==> config.mk <==
export PLATFORM = sky130hd
export DESIGN_NAME = mem_wb_stage
export DESIGN_NICKNAME = d
export VERILOG_FILES = /design/src/rtl/mips32_pkg.sv /design/src/rtl/mem_wb_skid.sv /design/src/rtl/mem_wb_stage.sv
export SDC_FILE = /design/constraint.sdc
export NUM_CORES = 1
export LEC_CHECK = 0
export CAP_MARGIN = 20
export CORE_UTILIZATION = 55
export DETAILED_ROUTE_END_ITERATION = 8
export PLACE_DENSITY = 0.85
export SLEW_MARGIN = 30
export SYNTH_ARGS = -nofsm -noshare
export SYNTH_HDL_FRONTEND = slang
export SYNTH_HIERARCHICAL = 1
export SYNTH_SLANG_ARGS = --single-unit
==> constraint.sdc <==
create_clock -name clk -period 5.6 [get_ports clk]
set_clock_uncertainty 0.2 [all_clocks]
set_input_delay 1.12 -clock clk [delete_from_list [all_inputs] [get_ports clk]]
set_output_delay 1.12 -clock clk [all_outputs]
set_load 0.005 [all_outputs]
==> src/rtl/mips32_pkg.sv <==
// Shared MIPS32 pipeline definitions: writeback control bit positions,
// default datapath widths and the MEM/WB payload layout.
package mips32_pkg;

  localparam int WB_REGWRITE_BIT = 0;
  localparam int WB_MEMTOREG_BIT = 1;

  localparam int S_WB_DEF      = 2;
  localparam int SIZE_DATA_DEF = 32;
  localparam int SIZE_ADDR_DEF = 5;

  // Field order matches the packing used inside mem_wb_stage.
  typedef struct packed {
    logic [S_WB_DEF-1:0]      wb;
    logic [SIZE_DATA_DEF-1:0] rd_data;
    logic [SIZE_DATA_DEF-1:0] alu;
    logic [SIZE_ADDR_DEF-1:0] dest;
  } mem_wb_payload_t;

endpackage

==> src/rtl/mem_wb_skid.sv <==
// Generic two-entry valid/ready skid buffer with a registered in_ready and a
// synchronous clear that drops every held entry and the input of that cycle.
module mem_wb_skid #(
  parameter int P = 8
) (
  input  logic         clk,
  input  logic         rst_n,
  input  logic         clear,
  input  logic         in_valid,
  output logic         in_ready,
  input  logic [P-1:0] in_data,
  output logic         out_valid,
  input  logic         out_ready,
  output logic [P-1:0] out_data
);

  logic         main_valid, main_valid_nxt;
  logic         skid_valid, skid_valid_nxt;
  logic [P-1:0] main_data, main_data_nxt;
  logic [P-1:0] skid_data, skid_data_nxt;
  logic         ready_q;
  logic         accept;

  assign accept    = in_valid & ready_q & ~clear;
  assign in_ready  = ready_q;
  assign out_valid = main_valid;
  assign out_data  = main_data;

  always_comb begin
    main_valid_nxt = main_valid;
    main_data_nxt  = main_data;
    skid_valid_nxt = skid_valid;
    skid_data_nxt  = skid_data;
    if (clear) begin
      main_valid_nxt = 1'b0;
      skid_valid_nxt = 1'b0;
    end else if (!main_valid || out_ready) begin
      // Main is free this cycle; older skid content always goes first.
      if (skid_valid) begin
        main_valid_nxt = 1'b1;
        main_data_nxt  = skid_data;
        skid_valid_nxt = accept;
        if (accept) skid_data_nxt = in_data;
      end else begin
        main_valid_nxt = accept;
        if (accept) main_data_nxt = in_data;
        skid_valid_nxt = 1'b0;
      end
    end else if (accept) begin
      skid_valid_nxt = 1'b1;
      skid_data_nxt  = in_data;
    end
  end

  always_ff @(posedge clk or negedge rst_n) begin
    if (!rst_n) begin
      main_valid <= 1'b0;
      skid_valid <= 1'b0;
      main_data  <= '0;
      skid_data  <= '0;
      ready_q    <= 1'b1;
    end else begin
      main_valid <= main_valid_nxt;
      skid_valid <= skid_valid_nxt;
      main_data  <= main_data_nxt;
      skid_data  <= skid_data_nxt;
      ready_q    <= ~skid_valid_nxt;
    end
  end

endmodule

==> src/rtl/mem_wb_stage.sv <==
// MIPS32 MEM/WB stage: skid-buffered handshake, flush, writeback mux and
// forwarding taps. Define MEM_WB_PERF_EN to add bubble/stall counters.
module mem_wb_stage
  import mips32_pkg::*;
#(
  parameter int S_WB      = S_WB_DEF,
  parameter int SIZE_DATA = SIZE_DATA_DEF,
  parameter int SIZE_ADDR = SIZE_ADDR_DEF,
  parameter int PERF_W    = 16
) (
  input  logic                 clk,
  input  logic                 rst_n,
  input  logic                 flush,
  input  logic                 in_valid,
  output logic                 in_ready,
  input  logic [S_WB-1:0]      in_wb,
  input  logic [SIZE_DATA-1:0] in_rd_data,
  input  logic [SIZE_DATA-1:0] in_alu,
  input  logic [SIZE_ADDR-1:0] in_dest,
  output logic                 out_valid,
  input  logic                 out_ready,
  output logic [S_WB-1:0]      out_wb,
  output logic                 out_reg_write,
  output logic [SIZE_DATA-1:0] out_wb_data,
  output logic [SIZE_ADDR-1:0] out_dest,
  output logic                 fwd_valid,
  output logic [SIZE_ADDR-1:0] fwd_dest,
  output logic [SIZE_DATA-1:0] fwd_data
`ifdef MEM_WB_PERF_EN
  ,
  output logic [PERF_W-1:0]    perf_bubble,
  output logic [PERF_W-1:0]    perf_stall
`endif
);

  localparam int P = S_WB + 2 * SIZE_DATA + SIZE_ADDR;

  logic [P-1:0]         in_pay;
  logic [P-1:0]         out_pay;
  logic [SIZE_DATA-1:0] held_rd_data;
  logic [SIZE_DATA-1:0] held_alu;

  assign in_pay = {in_wb, in_rd_data, in_alu, in_dest};

  mem_wb_skid #(.P(P)) u_skid (
    .clk       (clk),
    .rst_n     (rst_n),
    .clear     (flush),
    .in_valid  (in_valid),
    .in_ready  (in_ready),
    .in_data   (in_pay),
    .out_valid (out_valid),
    .out_ready (out_ready),
    .out_data  (out_pay)
  );

  assign {out_wb, held_rd_data, held_alu, out_dest} = out_pay;

  assign out_reg_write = out_valid & out_wb[WB_REGWRITE_BIT];
  assign out_wb_data   = out_wb[WB_MEMTOREG_BIT] ? held_rd_data : held_alu;

  // Writes to $zero are never forwarded.
  assign fwd_valid = out_reg_write & (out_dest != '0);
  assign fwd_dest  = out_dest;
  assign fwd_data  = out_wb_data;

`ifdef MEM_WB_PERF_EN
  always_ff @(posedge clk or negedge rst_n) begin
    if (!rst_n) begin
      perf_bubble <= '0;
      perf_stall  <= '0;
    end else begin
      if (!out_valid && (perf_bubble != '1)) perf_bubble <= perf_bubble + 1'b1;
      if (out_valid && !out_ready && (perf_stall != '1)) perf_stall <= perf_stall + 1'b1;
    end
  end
`endif

endmodule

---- After elaboration in Yosys (flattened, before gate mapping) ----
Index checks and enable logic that the tools add are counted.
word-level totals
  input bits .............................. 76
  bits in registers ....................... 145
  logic and storage cells ................. 32
cells by class
  reduce and logical (&&, ||, !) cells .... 7
  bitwise logic cells ..................... 6
  muxes and demuxes ....................... 13
  equal/unequal tests ..................... 1
operators with widths
  cell                  count
  $mux W71              5
  $mux W32              1
  $mux W1               7
  $reduce_bool A5 Y1    1
  $and A1 B1 Y1         4
  $reduce_bool A2 Y1    2
  $reduce_and A3 Y1     1
  $ne A2 B1 Y1 const B  1
  $not A1 Y1            2
  $reduce_and A2 Y1     1
  $logic_not A1 Y1      1
  $logic_or A1 B1 Y1    1

---- Longest topological paths before layout ----
Gate-level depths: netlist of the first run.
  word-level depth ........................ 6
  depth in mapped cells ................... 5

---- Modules after synthesis ----
The synthesis of the first run kept the hierarchy.
by module, submodules not included
  module        area each (um^2)  times used  cells each  sequential area each (um^2)
  mem_wb_skid   6309.8            1           390         3629.7
  mem_wb_stage  686.9             1           76          0.0

---- Worst setup path before layout of the first run ----
OpenSTA, ideal clock, no wires.
  path kind ............................... input port to flip-flop
  start ................................... input port out_ready
  end ..................................... register u_skid.main_data[0], in the netlist u_skid/out_data[0]
  data required time ...................... 5275 ps
  setup slack ............................. 3005 ps
  arrival time ............................ 2270 ps
  setup time .............................. 125 ps
  cell stages on the path ................. 4
  path buffers ............................ 1
  path through ............................ and2b_1 nor3_4 buf_6 mux2_2
between the ends
  longest elaborated chain between the ends .. 2
ends and longest elaborated chain
  item                                RTL line            text
  start: declaration                  mem_wb_stage.sv:21  input logic out_ready,
  $logic_or A1 B1 Y1                  mem_wb_skid.sv:37   end else if (!main_valid || out_ready) begin
  $reduce_and A3 Y1 (no source line)  -
  end signal: assignment              mem_wb_skid.sv:65   main_data <= main_data_nxt;
  end: declaration                    mem_wb_skid.sv:19   logic [P-1:0] main_data, main_data_nxt;
Every way passes these cells.
A chain may end at the register's enable or synchronous reset.

---- Worst setup path in the final report of the first run ----
  start ................................... register u_skid.main_data[70], in the netlist u_skid/out_data[70]
  end ..................................... output port out_wb_data[22]
between the ends
  longest elaborated chain between the ends .. 1
ends and longest elaborated chain
  item              RTL line            text
  $mux W32          mem_wb_stage.sv:60  assign out_wb_data = out_wb[WB_MEMTOREG_BIT] ? held_rd_data : held_alu;
  end: declaration  mem_wb_stage.sv:24  output logic [SIZE_DATA-1:0] out_wb_data,
Every way passes these cells.

==> results.sh, run 1 <==
export IMPL_status="finished clean"
export IMPL_peakVddDrop_mv=0.214
export IMPL_clockRootBuffer="clkbuf_16"
export IMPL_yosysWarnings=6
export IMPL_seq_area_frac_synth_pct=51.9
export IMPL_avgSynthCellArea_sq_um=15.0
export IMPL_p_leak_nw=3.72
export IMPL_insertion_delay_ns=0.42
export IMPL_ys_types=19
export IMPL_final_area_sq_um=9000
export IMPL_dp_hpwl_um=8690
export IMPL_cts_tree="built"
export IMPL_synth_area_sq_um=7000
export IMPL_grt_pass1_wl_um=22200
export IMPL_final_setup_viol_count=0
export IMPL_wl_per_cell_um=17.6
export IMPL_cp_start_kind="flop"
export IMPL_async_flop_share_pct=100
export IMPL_antenna_left=0
export IMPL_clk_path_buf_depth=2
export IMPL_max_slew_margin_pct=45.2
export IMPL_ys_flop_type="dfrtp_1"
export IMPL_synth_seq_cells=145
export IMPL_grt_max_degree=112
export IMPL_cap_violations=0
export IMPL_power_density_nw_per_um2=408
export IMPL_fp_row_count=40
export IMPL_die_area_sq_um=13200
export IMPL_grt_antenna_before_repair=0
export IMPL_gp_congestion=0.701
export IMPL_clk_pin_slew_ns=0.06
export IMPL_grt_pass1_vias=4442
export IMPL_cts_hold_buf=0
export IMPL_cp_data_required_time_ns=4.28
export IMPL_final_nets=662
export IMPL_via_count=4073
export IMPL_drive_above_1_share_pct=46.6
export IMPL_htreeDepth=4
export IMPL_drt_iter0_drc=140
export IMPL_drv_slew=0
export IMPL_critical_path_endpoint_type="primary output"
export IMPL_period_needed_ns=3.93
export IMPL_cts_inserted_buffers=17
export IMPL_worst_path_max_fanout=18
export IMPL_port_buffers=155
export IMPL_grtUsageTotal_pct=22.3
export IMPL_cts_num_sinks=145
export IMPL_firstDrtPassIters=6
export IMPL_ioPinCount=156
export IMPL_timing_setup_tns_ns=0
export IMPL_grt_ovfl_total=0
export IMPL_vias_per_cell=5.31
export IMPL_syn_num_nets=542
export IMPL_whs_ns=0.286
export IMPL_cts_resized=0
export IMPL_hold_path_class="reg2reg"
export IMPL_post_cts_buffers=0
export IMPL_placed_area_sq_um=8320
export IMPL_fp_dieW_um=115
export IMPL_synth_cells=466
export IMPL_syn_to_final_growth_pct=28.7
export IMPL_worst_setup_path_type="reg2out"
export IMPL_die_h_um=115
export IMPL_final_hold_violation_count=0
export IMPL_rsz0062_at_grt="no"
export IMPL_arrival_ns=2.61
export IMPL_worst_slew_pin_slew_ns=0.822
export IMPL_fmax_mhz=254
export IMPL_wirelength_um=13500
export IMPL_period_share_pct=70.2
export IMPL_core_area_sq_um=12200
export IMPL_diodes=0
export IMPL_fillers=836
export IMPL_initial_utilization_pct=57.3
export IMPL_drcViolationCount=0
export IMPL_synth_edff_count=0
-- where the power goes --
part	internal, mW	switching, mW	total [mW]
clock	0.755	0.430	1.19
combinational	0.682	0.304	0.986
sequential	1.35	0.158	1.50
total	2.78	0.893	3.68
-- logic make-up after synthesis --
logic type,count (synthesis),share of synthesized area [%]
AO/OA/AOI/OAI,3,0.608
buffers and inverters,64,7.15
flip-flops,145,51.9
multiplexers,245,39.4
AND/OR/NAND/NOR,9,0.930
-- placed cells by master, fill, tap and decap left out, types with 4 or more instances in the layout --
cell type        count
mux2_2             231
clkdlybuf4s50_1    154
dfrtp_1            143
clkbuf_16           17
mux2_1              14
buf_4                6
clkinv_2             4
clkinvlp_4           4
bufinv_16            4
-- worst max-delay path: stages, from the launching register on --
cell and delay (ns):
dfrtp_1 0.88, buf_4 0.43, mux2_2 0.41, clkdlybuf4s50_1 0.48
-- layout make-up --
cell class	instances	area [sq um]	share of cell area, %
inverters	1	3.75	0.0417
multi-input cells	257	2870	31.8
clock inverters	14	188	2.08
repair buffers	164	1670	18.5
clock buffers	18	439	4.88
well taps	168	210	2.33
flip-flops and latches	145	3630	40.3
-- path summary, 6_finish.rpt --
kind	slack, ns	from	cells after the start	endpoint
setup / recovery	1.67	u_skid/out_data[70]$_DFFE_PN0P_	3	out_wb_data[22]
hold / removal	0.29	u_skid/out_data[42]$_DFFE_PN0P_	1	u_skid/out_data[42]$_DFFE_PN0P_
setup reg to reg	3.14	u_skid/skid_valid$_DFF_PN0_	5	u_skid/out_data[49]$_DFFE_PN0P_
hold reg to reg	0.29	u_skid/out_data[42]$_DFFE_PN0P_	1	u_skid/out_data[42]$_DFFE_PN0P_
max in group asynchronous	3.62	rst_n	3	u_skid/out_data[40]$_DFFE_PN0P_
min in group asynchronous	0.43	rst_n	1	u_skid/skid_data[58]$_DFFE_PN0P_
-- routing by layer --
metal,up-vias,global-route usage (%),share of wire (%)
met2,103,37.3,50
met5,-,0,0
met3,12,5.90,4.9
met4,0,8.31,0.94
met1,2084,27.9,44
li1,1874,-,-
-- sequential cells by signal, summed over array words and instances (netlist names) --
| name | count |
|---|---|
| u_skid/skid_data | 71 |
| u_skid/out_valid | 1 |
| u_skid/in_ready | 1 |
| u_skid/skid_valid | 1 |
| u_skid/out_data | 71 |
-- synth_stat cells (2+ instances only) --
library cell  instances  share of area (%)
nand2_1               2               0.11
buf_6                14                2.3
and2_1                2               0.18
clkbuf_1              7               0.38
mux2_1               14                2.3
mux2_2              231                 37
buf_4                41                4.4
dfrtp_1             144                 52
-- stage by stage --
step	util [%]	power, mW	worst slack [ns]	instances
2_1_floorplan	-	2.08	3.01	466
3_3_place_gp	68.1	2.46	1.77	733
3_5_place_dp	68.1	2.51	1.71	733
4_1_cts	73.2	3.71	1.61	765
5_1_grt	73.7	3.87	1.50	767
6_report	73.7	3.68	1.67	767
No activity file was read; power rests on OpenSTA's default activity.
==> run 2, diff against run 1 <==
--- a/config.mk
+++ b/config.mk
@@ -6,9 +6,9 @@
 export NUM_CORES = 1
 export LEC_CHECK = 0
 export CAP_MARGIN = 20
-export CORE_UTILIZATION = 55
+export CORE_UTILIZATION = 51
 export DETAILED_ROUTE_END_ITERATION = 8
-export PLACE_DENSITY = 0.85
+export PLACE_DENSITY = 0.8
 export SLEW_MARGIN = 30
 export SYNTH_ARGS = -nofsm -noshare
 export SYNTH_HDL_FRONTEND = slang
==> constraint.sdc (replaced) <==
create_clock -name clk -period 4.1 [get_ports clk]
set_clock_uncertainty 0.2 [all_clocks]
set_input_delay 0.82 -clock clk [delete_from_list [all_inputs] [get_ports clk]]
set_output_delay 0.82 -clock clk [all_outputs]
set_load 0.005 [all_outputs]
==> run 2 against run 1 <==
Count of clock-buffer cells in the layout is 5 higher. Sequential power grew 37%. Setup slack lost 1.1 ns. Global-route usage is 1.4 points lower. Wire length grew 0.45%. Sequential share of layout area hardly changed. First-iteration DRC count is 0.71% lower. Critical path depth unchanged. Worst hold slack got worse by 0.0020 ns. Largest cell class unchanged.
==> results.sh, run 2 (synthesis results as in run 1) <==
export IMPL_dp_cells=741
export IMPL_gp_congestion=0.741
export IMPL_final_cells=773
export IMPL_antenna_left=0
export IMPL_rsz0062_at_grt="no"
export IMPL_arrival_ns=2.49
export IMPL_worst_setup_path_type="reg2out"
export IMPL_clockRootBuffer="clkbuf_16"
export IMPL_status="finished clean"
export IMPL_cts_hold_buf=0
export IMPL_grt_ovfl_total=0
export IMPL_initial_utilization_pct=52.6
export IMPL_period_share_pct=85.6
export IMPL_cp_start_kind="flop"
export IMPL_layout_commonest_cell="mux2_2"
export IMPL_multi_input_area_sq_um=2870
export IMPL_max_slew_margin_pct=44.0
export IMPL_fp_row_count=42
export IMPL_core_area_sq_um=13300
export IMPL_die_h_um=119
export IMPL_critical_path_endpoint_type="primary output"
export IMPL_final_setup_viol_count=0
export IMPL_grtUsageTotal_pct=20.9
export IMPL_p_leak_nw=3.72
export IMPL_drive_above_1_share_pct=46.4
export IMPL_grt_pass1_vias=4579
export IMPL_wirelength_um=13600
export IMPL_dp_hpwl_um=8830
export IMPL_clk_path_buf_depth=2
export IMPL_syn_to_final_growth_pct=28.8
export IMPL_drt_iter0_drc=139
export IMPL_timing_setup_tns_ns=0
export IMPL_worst_slew_pin_slew_ns=0.841
export IMPL_port_buffers=155
export IMPL_htreeDepth=4
export IMPL_p_total_mw=5.08
export IMPL_grt_max_degree=94
export IMPL_cts_tree="built"
export IMPL_drv_slew=0
export IMPL_grt_antenna_before_repair=0
export IMPL_fmax_mhz=285
export IMPL_vias_per_cell=5.27
export IMPL_fillers=938
export IMPL_cap_violations=0
export IMPL_diodes=0
export IMPL_post_cts_buffers=0
export IMPL_cts_inserted_buffers=17
export IMPL_final_hold_violation_count=0
export IMPL_ioPinCount=156
export IMPL_final_nets=660
export IMPL_clk_pin_slew_ns=0.06
export IMPL_seq_area_sq_um=3630
export IMPL_hold_path_class="in2async"
export IMPL_drcViolationCount=0
export IMPL_power_density_nw_per_um2=564
export IMPL_cts_resized=0
export IMPL_die_area_sq_um=14200
export IMPL_via_count=4072
export IMPL_fin_util_pct=67.8
export IMPL_grt_pass1_wl_um=22900
export IMPL_cp_data_required_time_ns=3.08
export IMPL_fp_dieW_um=119
export IMPL_period_needed_ns=3.51
export IMPL_worst_path_max_fanout=19
export IMPL_wl_per_cell_um=17.6
export IMPL_firstDrtPassIters=4
export IMPL_insertion_delay_ns=0.41
export IMPL_peakVddDrop_mv=0.321
export IMPL_most_common_layout_cells="mux2_2, clkdlybuf4s50_1, dfrtp_1"
export IMPL_cts_num_sinks=145
==> run 2: cell count changes in the layout (fill, tap and decap cells not counted), moves of 2 or more <==
cell,before,now
clkinvlp_4,4,2
clkbuf_8,2,6
buf_12,0,2
buf_16,2,0
==> run 2: critical path: stages (launching register included) <==
cell and delay, ns:
dfrtp_1 0.78, buf_4 0.42, mux2_2 0.41, clkdlybuf4s50_1 0.46
==> run 2: worst paths after layout <==
| check | from | endpoint | slack, ns | depth (start not counted) |
|---|---|---|---|---|
| worst min register to register | u_skid/out_data[41]$_DFFE_PN0P_ | u_skid/out_data[41]$_DFFE_PN0P_ | 0.29 | 1 |
| worst max-delay path | u_skid/out_data[70]$_DFFE_PN0P_ | fwd_data[30] | 0.59 | 3 |
| min in group clk | u_skid/out_data[41]$_DFFE_PN0P_ | u_skid/out_data[41]$_DFFE_PN0P_ | 0.29 | 1 |
| worst min-delay path | rst_n | u_skid/skid_data[60]$_DFFE_PN0P_ | 0.28 | 1 |
| worst max register to register | u_skid/skid_valid$_DFF_PN0_ | u_skid/out_data[64]$_DFFE_PN0P_ | 1.65 | 4 |
| max in group asynchronous | rst_n | u_skid/out_data[21]$_DFFE_PN0P_ | 2.52 | 2 |
==> run 2: metal layers <==
| metal | part of all wire [%] | wire length [um] | vias up | GRT usage, % |
|---|---|---|---|---|
| met3 | 4.6 | 626 | 20 | 5.12 |
| met2 | 49 | 6700 | 106 | 35.0 |
| met4 | 1.6 | 213 | 0 | 8.39 |
| met1 | 44 | 6030 | 2080 | 25.8 |
| li1 | - | - | 1866 | - |
| met5 | 0 | 0 | - | 0 |
==> run 2: cell type report <==
cell class / count / share of cell area (%)
Inverter: 1 / 0.0416
Multi-Input combinational cell: 257 / 31.8
Timing Repair Buffer: 162 / 18.1
Clock buffer: 23 / 5.64
Clock inverter: 9 / 1.67
Sequential cell: 145 / 40.3
Tap cell: 176 / 2.44
==> run 2: power breakdown <==
group | internal, mW | switching (mW)
Clock | 1.11 | 0.576
Sequential | 1.84 | 0.218
Combinational | 0.930 | 0.409
==> run 2: per-stage QoR <==
| stage | instance area, sq um | hold WS (ns) | setup WS (ns) |
|---|---|---|---|
| after floorplan | 7000 | 0.252 | 1.81 |
| after global placement | 8330 | 0.263 | 1.02 |
| after detailed placement | 8350 | 0.277 | 0.986 |
| after CTS | 9010 | 0.290 | 0.514 |
| after global routing | 9010 | 0.307 | 0.445 |
| final | 9010 | 0.284 | 0.590 |
==> run 3, diff against run 2 <==
--- a/config.mk
+++ b/config.mk
@@ -6,6 +6,7 @@
 export NUM_CORES = 1
 export LEC_CHECK = 0
 export CAP_MARGIN = 20
+export CORE_MARGIN = 2
 export CORE_UTILIZATION = 51
 export DETAILED_ROUTE_END_ITERATION = 8
 export PLACE_DENSITY = 0.8
==> run 3 against run 2 <==
Total power shrank 4.1%. Critical path depth unchanged. Setup slack gained 0.52 ns. Non-clock buffer count unchanged. Register-to-register slack better by 0.05 ns. Sequential share of layout area is 0.40 points higher. First-iteration DRC count is 7.2% higher. Flip-flop and latch count unchanged. Sequential power is essentially flat. Fmax increased by 17%. Final cell count fell by 0.13%. Utilization is 0.67 points lower.
==> results.sh, run 3 (synthesis results as in run 1) <==
export IMPL_port_buffers=155
export IMPL_wl_per_cell_um=18.0
export IMPL_grt_ovfl_total=0
export IMPL_antenna_left=0
export IMPL_initial_utilization_pct=52.6
export IMPL_clk_pin_slew_ns=0.06
export IMPL_fp_row_count=42
export IMPL_hold_path_class="in2async"
export IMPL_diodes=0
export IMPL_worst_slew_pin_slew_ns=0.803
export IMPL_placed_area_sq_um=8350
export IMPL_worstRegToRegCells=4
export IMPL_p_switching_mw=1.18
export IMPL_post_cts_buffers=0
export IMPL_power_internal_mw=3.70
export IMPL_grt_pass1_wl_um=22600
export IMPL_grtUsageTotal_pct=20.1
export IMPL_place_ws_ns=0.939
export IMPL_drt_iter0_drc=149
export IMPL_p_leak_nw=3.69
export IMPL_most_common_layout_cells="mux2_2, clkdlybuf4s50_1, dfrtp_1"
export IMPL_seq_area_sq_um=3630
export IMPL_worst_setup_path_type="reg2out"
export IMPL_htreeDepth=4
export IMPL_cts_inserted_buffers=17
export IMPL_final_area_sq_um=8920
export IMPL_drive_above_1_share_pct=45.8
export IMPL_final_hold_violation_count=0
export IMPL_cts_num_sinks=145
export IMPL_power_density_nw_per_um2=546
export IMPL_die_area_sq_um=14700
export IMPL_insertion_delay_ns=0.41
export IMPL_fmax_mhz=334
export IMPL_final_nets=660
export IMPL_cts_resized=0
export IMPL_max_stage_delay_ns=0.54
export IMPL_wirelength_um=13900
export IMPL_multi_input_area_sq_um=2870
export IMPL_rsz0062_at_grt="no"
export IMPL_fillers=954
export IMPL_p_comb_share_pct=28.0
export IMPL_timing_setup_tns_ns=0
export IMPL_arrival_ns=1.97
export IMPL_cap_violations=0
export IMPL_fp_dieW_um=121
export IMPL_cp_slowest_cell="or4_1"
export IMPL_layout_commonest_cell="mux2_2"
export IMPL_period_needed_ns=2.99
export IMPL_worst_path_max_fanout=4
export IMPL_p_seq_share_pct=41.9
export IMPL_syn_to_final_growth_pct=27.5
export IMPL_setup_slack_ns=1.11
export IMPL_dp_hpwl_um=9110
export IMPL_firstDrtPassIters=4
export IMPL_crit_chain="or4_1 -> o21a_1 -> clkdlybuf4s50_1"
export IMPL_clk_path_buf_depth=2
export IMPL_cp_data_required_time_ns=3.08
export IMPL_grt_antenna_before_repair=0
export IMPL_p_clk_share_pct=30.1
export IMPL_core_area_sq_um=13300
export IMPL_die_h_um=121
export IMPL_grt_max_degree=89
export IMPL_cts_hold_buf=0
export IMPL_period_share_pct=73.0
export IMPL_clockRootBuffer="clkbuf_16"
export IMPL_final_setup_viol_count=0
export IMPL_drcViolationCount=0
export IMPL_cp_start_kind="flop"
export IMPL_status="finished clean"
export IMPL_via_count=4085
export IMPL_gp_congestion=0.737
export IMPL_vias_per_cell=5.29
export IMPL_peakVddDrop_mv=0.310
export IMPL_drv_slew=0
export IMPL_power_switching_share_pct=24.2
export IMPL_cts_tree="built"
export IMPL_grt_pass1_vias=4549
export IMPL_critical_path_endpoint_type="primary output"
export IMPL_max_slew_margin_pct=46.4
export IMPL_ioPinCount=156
run 3: cell count changes in the layout (fill, tap and decap cells not counted), sizes merged:
cell      before  now
clkbuf        23   26
clkinvlp       2    0
clkinv         3    4
bufinv         4    1
run 3: layer usage:
metal  global-route usage [%]  up-vias  share of wire (%)  routed length, um
met5                        0        -                  0                  0
met4                     7.69        0                1.8                256
met3                     5.64       17                4.8                662
met2                     33.8      105                 51               7090
met1                     24.5     2096                 42               5900
li1                         -     1867                  -                  -
run 3: worst max-delay path: cells and delay by family, from the launching register on:
| family | cells | cell delay, ns |
|---|---|---|
| flip-flops | 1 | 0.41 |
| buffers and inverters | 1 | 0.44 |
| AND/OR/NAND/NOR | 1 | 0.54 |
| AO/OA/AOI/OAI | 1 | 0.18 |
run 3: per-stage QoR:
step	power, mW	hold slack [ns]	utilization (%)	std cells
6_report	4.88	0.273	67.1	772
5_1_grt	5.13	0.303	67.1	772
4_1_cts	4.93	0.285	67.1	772
3_5_place_dp	3.44	0.274	62.8	741
3_3_place_gp	3.36	0.264	62.8	741
2_1_floorplan	2.84	0.252	-	466
run 3: final cells by class:
cell class                      instances  area share [%]
Clock buffer                           26            5.82
Clock inverter                          5           0.561
Inverter                                1          0.0421
Multi-Input combinational cell        257            32.1
Sequential cell                       145            40.7
Tap cell                              176            2.47
Timing Repair Buffer                  162            18.3
run 3: path summary, 6_finish.rpt:
kind	start	to	slack (ns)
setup / recovery	u_skid/out_data[0]$_DFFE_PN0P_	fwd_valid	1.11
hold / removal	rst_n	u_skid/skid_data[57]$_DFFE_PN0P_	0.27
setup reg to reg	u_skid/skid_valid$_DFF_PN0_	u_skid/out_data[55]$_DFFE_PN0P_	1.70
hold reg to reg	u_skid/out_data[42]$_DFFE_PN0P_	u_skid/out_data[42]$_DFFE_PN0P_	0.28
max in group asynchronous	rst_n	u_skid/out_data[10]$_DFFE_PN0P_	2.61
min in group clk	u_skid/out_data[42]$_DFFE_PN0P_	u_skid/out_data[42]$_DFFE_PN0P_	0.28
run 3: power groups by stage:
stage	Combinational, mW	Clock, mW	Sequential [mW]
2_1_floorplan	0.851	0	1.99
6_report	1.37	1.47	2.04
3_5_place_dp	1.38	0	2.06
4_1_cts	1.39	1.50	2.04
5_1_grt	1.47	1.57	2.09
3_3_place_gp	1.33	0	2.03
